## src/rtl/sram_wr_arb_pkg.sv

```systemverilog
// Shared definitions for the SRAM write-path arbiter: default geometry,
// timeout width and FSM state encoding.
package sram_wr_arb_pkg;

  localparam int NUM_PORTS_DEF = 16;
  localparam int DATA_W_DEF    = 64;
  localparam int ADDR_W_DEF    = 12;
  localparam int DES_W_DEF     = 4;
  localparam int PRIO_W_DEF    = 3;
  localparam int TIMEOUT_DEF   = 255;
  localparam int TCNT_W        = 8;

  typedef enum logic {
    ST_IDLE = 1'b0,
    ST_XFER = 1'b1
  } arb_state_t;

endpackage

```

## src/rtl/sram_wr_arb_rr_prio_pick.sv

```systemverilog
// Combinational winner selection: highest priority among requesters,
// ties resolved by the first requester at or after rr_ptr.
module rr_prio_pick #(
  parameter int NUM_PORTS = 16,
  parameter int PRIO_W    = 3,
  localparam int IDX_W    = $clog2(NUM_PORTS)
) (
  input  logic [NUM_PORTS-1:0]        req,
  input  logic [NUM_PORTS*PRIO_W-1:0] prio,
  input  logic [IDX_W-1:0]            rr_ptr,
  output logic [IDX_W-1:0]            win_idx,
  output logic                        win_valid
);

  logic [PRIO_W-1:0] max_prio;
  int                j;

  always_comb begin
    max_prio  = '0;
    win_idx   = '0;
    win_valid = 1'b0;
    j         = 0;
    for (int i = 0; i < NUM_PORTS; i++) begin
      if (req[i] && (prio[i*PRIO_W +: PRIO_W] > max_prio)) begin
        max_prio = prio[i*PRIO_W +: PRIO_W];
      end
    end
    // Walk the ports starting at rr_ptr so equal-priority ties rotate.
    for (int k = 0; k < NUM_PORTS; k++) begin
      j = int'(rr_ptr) + k;
      if (j >= NUM_PORTS) begin
        j = j - NUM_PORTS;
      end
      if (!win_valid && req[j] && (prio[j*PRIO_W +: PRIO_W] == max_prio)) begin
        win_valid = 1'b1;
        win_idx   = IDX_W'(j);
      end
    end
  end

endmodule

```

## src/rtl/sram_wr_arb.sv

```systemverilog
// Arbitrates the single SRAM write path between datasg segmenters; the
// winner keeps the path until its end-of-packet word or a stall timeout.
module sram_wr_arb
  import sram_wr_arb_pkg::*;
#(
  parameter int NUM_PORTS = NUM_PORTS_DEF,
  parameter int DATA_W    = DATA_W_DEF,
  parameter int ADDR_W    = ADDR_W_DEF,
  parameter int DES_W     = DES_W_DEF,
  parameter int PRIO_W    = PRIO_W_DEF,
  parameter int TIMEOUT   = TIMEOUT_DEF,
  localparam int IDX_W    = $clog2(NUM_PORTS)
) (
  input  logic                        clk,
  input  logic                        rst,
  input  logic [NUM_PORTS-1:0]        req,
  input  logic [NUM_PORTS-1:0]        eop,
  input  logic [NUM_PORTS*PRIO_W-1:0] prio_in,
  input  logic [NUM_PORTS*DES_W-1:0]  des_in,
  input  logic [NUM_PORTS*ADDR_W-1:0] addr_in,
  input  logic [NUM_PORTS*DATA_W-1:0] data_in,
  input  logic                        sram_ready,
  output logic [NUM_PORTS-1:0]        grant,
  output logic [NUM_PORTS-1:0]        busy,
  output logic [NUM_PORTS-1:0]        ack,
  output logic                        sram_wr_en,
  output logic [ADDR_W-1:0]           sram_addr,
  output logic [DATA_W-1:0]           sram_data,
  output logic [DES_W-1:0]            sram_des,
  output logic [PRIO_W-1:0]           sram_prio,
  output logic                        abort
);

  arb_state_t           state, state_nxt;
  logic [IDX_W-1:0]     owner, owner_nxt;
  logic [IDX_W-1:0]     rr_ptr, rr_nxt;
  logic [TCNT_W-1:0]    tcnt, tcnt_nxt;
  logic [NUM_PORTS-1:0] grant_nxt, busy_nxt;
  logic                 wr_en_nxt, abort_nxt;
  logic [ADDR_W-1:0]    addr_nxt;
  logic [DATA_W-1:0]    data_nxt;
  logic [DES_W-1:0]     des_nxt;
  logic [PRIO_W-1:0]    prio_nxt;
  logic [IDX_W-1:0]     win_idx;
  logic                 win_valid;
  logic                 accept;

  rr_prio_pick #(
    .NUM_PORTS(NUM_PORTS),
    .PRIO_W   (PRIO_W)
  ) u_pick (
    .req      (req),
    .prio     (prio_in),
    .rr_ptr   (rr_ptr),
    .win_idx  (win_idx),
    .win_valid(win_valid)
  );

  assign accept = (state == ST_XFER) && req[owner] && sram_ready;

  always_ff @(posedge clk or negedge rst) begin
    if (!rst) begin
      state      <= ST_IDLE;
      owner      <= '0;
      rr_ptr     <= '0;
      tcnt       <= '0;
      grant      <= '0;
      busy       <= '0;
      sram_wr_en <= 1'b0;
      sram_addr  <= '0;
      sram_data  <= '0;
      sram_des   <= '0;
      sram_prio  <= '0;
      abort      <= 1'b0;
    end else begin
      state      <= state_nxt;
      owner      <= owner_nxt;
      rr_ptr     <= rr_nxt;
      tcnt       <= tcnt_nxt;
      grant      <= grant_nxt;
      busy       <= busy_nxt;
      sram_wr_en <= wr_en_nxt;
      sram_addr  <= addr_nxt;
      sram_data  <= data_nxt;
      sram_des   <= des_nxt;
      sram_prio  <= prio_nxt;
      abort      <= abort_nxt;
    end
  end

  // Non-write cycles keep sram_* at their last values; only the strobe drops.
  always_comb begin
    state_nxt = state;
    owner_nxt = owner;
    rr_nxt    = rr_ptr;
    tcnt_nxt  = tcnt;
    grant_nxt = grant;
    busy_nxt  = busy;
    wr_en_nxt = 1'b0;
    abort_nxt = 1'b0;
    addr_nxt  = sram_addr;
    data_nxt  = sram_data;
    des_nxt   = sram_des;
    prio_nxt  = sram_prio;
    case (state)
      ST_IDLE: begin
        tcnt_nxt = '0;
        if (win_valid) begin
          state_nxt = ST_XFER;
          owner_nxt = win_idx;
          grant_nxt = NUM_PORTS'(1) << win_idx;
          busy_nxt  = ~(NUM_PORTS'(1) << win_idx);
        end
      end
      ST_XFER: begin
        if (accept) begin
          wr_en_nxt = 1'b1;
          addr_nxt  = addr_in[owner*ADDR_W +: ADDR_W];
          data_nxt  = data_in[owner*DATA_W +: DATA_W];
          des_nxt   = des_in[owner*DES_W +: DES_W];
          prio_nxt  = prio_in[owner*PRIO_W +: PRIO_W];
          tcnt_nxt  = '0;
        end else if (tcnt != TCNT_W'(TIMEOUT)) begin
          tcnt_nxt = tcnt + TCNT_W'(1);
        end else begin
          tcnt_nxt  = '0;
          abort_nxt = 1'b1;
        end
        if ((accept && eop[owner]) || abort_nxt) begin
          state_nxt = ST_IDLE;
          grant_nxt = '0;
          busy_nxt  = '0;
          rr_nxt    = (owner == IDX_W'(NUM_PORTS - 1)) ? '0 : owner + IDX_W'(1);
        end
      end
      default: state_nxt = ST_IDLE;
    endcase
  end

  always_comb begin
    ack = '0;
    if (accept) begin
      ack[owner] = 1'b1;
    end
  end

endmodule

```

## config.mk

```make
export PLATFORM = sky130hd
export DESIGN_NAME = sram_wr_arb
export DESIGN_NICKNAME = d
export VERILOG_FILES = /design/src/rtl/sram_wr_arb_pkg.sv /design/src/rtl/sram_wr_arb_rr_prio_pick.sv /design/src/rtl/sram_wr_arb.sv
export SDC_FILE = /design/constraint.sdc
export NUM_CORES = 2
export LEC_CHECK = 0
export ABC_AREA = 1
export CAP_MARGIN = 15
export CELL_PAD_IN_SITES_DETAIL_PLACEMENT = 1
export CELL_PAD_IN_SITES_GLOBAL_PLACEMENT = 2
export CORE_AREA = 8 8 579 581
export CTS_CLUSTER_DIAMETER = 30
export DETAILED_ROUTE_END_ITERATION = 10
export DIE_AREA = 0 0 587 589
export GPL_ROUTABILITY_DRIVEN = 0
export PLACE_DENSITY_LB_ADDON = 0.1
export SYNTH_ARGS = -nofsm -noshare
export SYNTH_HDL_FRONTEND = slang
export SYNTH_HIERARCHICAL = 1
export SYNTH_SLANG_ARGS = --single-unit
```

## constraint.sdc

```tcl
create_clock -name clk -period 20.6 [get_ports clk]
set_clock_uncertainty 0.1 [all_clocks]
set_input_delay 3.09 -clock clk [delete_from_list [all_inputs] [get_ports clk]]
set_output_delay 3.09 -clock clk [all_outputs]
set_load 0.01 [all_outputs]
```

==> reports/summary.log <==
qor: critical_path.criticalPathCategory in -> reg
qor: timing.hold_viol_final 0
qor: worst_hold_path.worstHoldStart tcnt[0]
qor: outcome.result_of_the_run finished with violations
qor: global_route.via_count_of_the_first_global_routing_pass 54800
qor: clocking.htree_num_levels 4
qor: global_route.grt_remaining_overflow 0
qor: timing.maxClockFrequency 0.0494 GHz
qor: critical_path.reg2regPathDepth 39
qor: global_route.grt_max_degree 150
qor: floorplanning.die_width 587 µm
qor: floorplanning.floorplan.die_area 346000 µm²
qor: yosys.synth_simple_gate_area_share 34.9%
qor: yosys.ys_top_cells_by_count 1139 x sky130_fd_sc_hd__nand2_1, 1098 x sky130_fd_sc_hd__nor2_1, 1067 x sky130_fd_sc_hd__o21ai_0
qor: critical_path.cp.arrival 20570 ps
qor: route.route.vias.total 53000
qor: route.ant_nets_after_route 0
qor: timing.period_needed 20250 ps
qor: clocking.cts.reportedPaths.clkPinSlew 60 ps
qor: final_layout.finish.net_count 9174
qor: critical_path.critical-path-slowest-cell sky130_fd_sc_hd__ha_4
qor: clocking.ctsHoldBuffers 0
qor: floorplanning.initial_utilization 10.2%
qor: yosys.synth-compound-area-share 35.8%
qor: global_route.track_usage 24.0%
qor: yosys.synth_enable_flop_cells 0
qor: run.timing.max_cap.violations 0
qor: timing.tightestPinTransition 1960 ps
qor: timing.final_min_period_over_clock_period 98.3%
qor: yosys.synth.cell_area 33100 µm²
qor: global_route.gr-usage-met2 44.5%
qor: critical_path.cp_top_family simple AND/OR/NAND/NOR gates
qor: yosys.gate_count_post_synth 6177
qor: yosys.main_combinational_cell_family_by_area_after_synthesis compound AO/OA/AOI/OAI gates
qor: yosys.synth.largest_area_cell sky130_fd_sc_hd__o21ai_0
qor: yosys.synth_top_area_share 16.1%
qor: clocking.clk_root_buffer_cell sky130_fd_sc_hd__clkbuf_16
qor: global_route.wire_length_of_the_first_global_routing_pass 560000 µm
qor: final_layout.fin_area 56900 µm²
qor: global_route.global_route_met1_utilization 28.0%
qor: critical_path.crit_required 20920 ps
qor: clocking.cts.path.max_buffers 3
qor: yosys.synthTopCellsByArea sky130_fd_sc_hd__o21ai_0 16%, sky130_fd_sc_hd__nand2_1 13%, sky130_fd_sc_hd__nor2_1 12%
qor: route.drt_pass1_iterations 7
qor: yosys.postSynth.topFlopCell sky130_fd_sc_hd__dfrtp_1
qor: timing.maxSlewViolCount 78
qor: clocking.cts_buffers 25
qor: route.via_per_inst 4.38
qor: floorplanning.design.portCount 1496
qor: clocking.cts_sinks 134
qor: critical_path.critical_path_stages 136
qor: critical_path.reg2reg_setup_slack 11250 ps
qor: critical_path.crit_path_max_fanout 6
qor: floorplanning.cell_row_count 210
qor: placement.number_of_buffers_added_on_ports 1495
qor: yosys.synth_area_per_cell 5.36 µm²
qor: global_route.global_route.usage.met3 5.11%
qor: final_layout.areaGrowthSynthToFinish 72.0%
qor: yosys.synthAdderAreaFrac 5.43%
qor: yosys.synth.mux.area_fraction 0.787%
qor: yosys.synth.ff_latch_count 134
qor: worst_hold_path.timing.hold.worst_endpoint tcnt[0]
qor: critical_path.worst-path-buf-inv 20
qor: yosys.synth_async_sr_flop_share 100%
qor: floorplanning.die_h 589 µm
qor: yosys.synth-seq-area-share 10.1%
qor: final_layout.drive_gt1_share 9.55%
qor: placement.post_dp_hpwl 375000 µm
qor: timing.tns 0 ps
qor: timing.slew_headroom -30.7%
qor: critical_path.worstSetupStartpointType input pin
qor: worst_hold_path.holdCritPathClass reg -> reg
qor: critical_path.critPathMaxStageDelay 290 ps
qor: route.postRouteWirelength 438000 µm
qor: timing.rsz0062_at_grt yes
qor: global_route.grt_antenna_before_repair 271
qor: route.drcViolationCount 0
qor: floorplanning.floorplan.core_area 326000 µm²
qor: yosys.yosysWarnings 6
qor: yosys.synth.lib_cells_used.distinct 70
qor: clocking.clock_tree_from_tritoncts done
qor: yosys.parity_gate_share_of_the_synthesized_area_counting_xor_and_xnor_cells 1.54%
qor: route.detail_route.iter0.violations 3443
qor: placement.post_dp_cell_area 54300 µm²
qor: route.routed_wire_length_per_instance 36.2 µm
qor: outcome.failed_checks slew limit
qor: clocking.clk_lat_worst_skew 540 ps
qor: critical_path.worst_setup_path_end_kind register
qor: critical_path.critPathMostFrequentCell sky130_fd_sc_hd__nand2_2
qor: global_route.grt.busiest_layer met2
qor: critical_path.regToRegStartpoint rr_ptr[0]
qor: worst_hold_path.hold_path_depth 1
qor: yosys.synthMostInstantiatedCell sky130_fd_sc_hd__nand2_1
qor: timing.setup_viol_count_final 0
qor: critical_path.rr_endpoint busy[7]
-- layout make-up --
| class | instances | area, µm² |
|---|---|---|
| Fill cell | 40000 | 269000 |
| Timing Repair Buffer | 1890 | 18200 |
| Multi-Input combinational cell | 5141 | 27200 |
| Antenna cell | 70 | 175 |
| Sequential cell | 134 | 3360 |
| Inverter | 485 | 1880 |
| Tap cell | 4346 | 5440 |
| Clock inverter | 4 | 50.0 |
| Clock buffer | 29 | 651 |
-- how the worst max path moves through the flow --
stage	startpoint	end	slack [ps]
floorplan	prio_in[0]	busy[14]	200
global placement	prio_in[0]	busy[3]	-2270
detailed placement	prio_in[0]	busy[3]	-2660
CTS	prio_in[0]	busy[3]	10
global route	prio_in[0]	busy[7]	-540
finish	prio_in[0]	busy[7]	350
-- routing by layer --
layer,vias to the layer above,share of wire (%)
met5,-,0.22
met4,144,2.8
met3,528,5.5
met2,1699,51
met1,26400,40
li1,24300,-
-- logic make-up after synthesis --
kind of cell | Yosys count
AOI/OAI and AO/OA | 2115
xor gates and xnor gates | 58
adders and majority gates | 134
buffers and inverters | 933
DFF | 134
muxes | 26
other | 2
and+or+nand+nor | 2775
-- sequential cells by signal, indices dropped and copies added (netlist names) --
name	flops
abort	1
busy	16
grant	16
owner	4
rr_ptr	4
sram_addr	12
sram_data	64
sram_des	4
sram_prio	3
sram_wr_en	1
state	1
tcnt	8
-- worst reg2reg max path, delay by kind of cell, from the launching register on --
kind | cells | cell delay, ps
compound gates | 5 | 1520
fa+ha+maj | 1 | 370
buf+inv | 11 | 2800
flops | 1 | 690
simple gates | 22 | 3740
-- layout by cell type, fill, tap and decap left out, types with 26 or more instances in the layout --
cell,Yosys,routed
sky130_fd_sc_hd__o22ai_1,371,358
sky130_fd_sc_hd__a31oi_1,31,31
sky130_fd_sc_hd__inv_1,459,445
sky130_fd_sc_hd__dfrtp_1,134,131
sky130_fd_sc_hd__ha_1,118,106
sky130_fd_sc_hd__nand2_2,37,65
sky130_fd_sc_hd__xor2_1,35,33
sky130_fd_sc_hd__mux2i_1,26,26
sky130_fd_sc_hd__clkdlybuf4s50_1,0,1487
sky130_fd_sc_hd__nand4_1,76,76
sky130_fd_sc_hd__nand3_2,12,31
sky130_fd_sc_hd__a21oi_1,331,312
sky130_fd_sc_hd__o211ai_1,52,52
sky130_fd_sc_hd__buf_4,16,357
sky130_fd_sc_hd__nor2_1,1098,1069
sky130_fd_sc_hd__buf_6,18,27
sky130_fd_sc_hd__o21ai_0,1067,1047
sky130_fd_sc_hd__nand2_1,1139,1101
sky130_fd_sc_hd__o21ai_1,79,85
sky130_fd_sc_hd__nor3_1,51,40
sky130_fd_sc_hd__nand3_1,291,267
sky130_fd_sc_hd__conb_1,2,33
sky130_fd_sc_hd__diode_2,0,70
-- repair_timing --
action / in CTS / in global routing
endpoints found under the setup margin: 37 / 37
gates resized for setup: 115 / 169
pin swaps: 68 / 108
setup buffers: 48 / 35
-- metrics by stage --
stage	instances	utilization, %	hold slack [ps]	setup WS (ps)
2_1_floorplan	6208	-	338	195
3_5_place_dp	11900	16.7	375	-2660
5_1_grt	12100	17.4	396	-540
4_1_cts	12000	17.1	383	13.9
6_report	12100	17.5	374	350
3_3_place_gp	11900	16.7	359	-2270
Power is not shown: default switching activity piles up to over one toggle a cycle in this logic, so the estimate is an artifact.
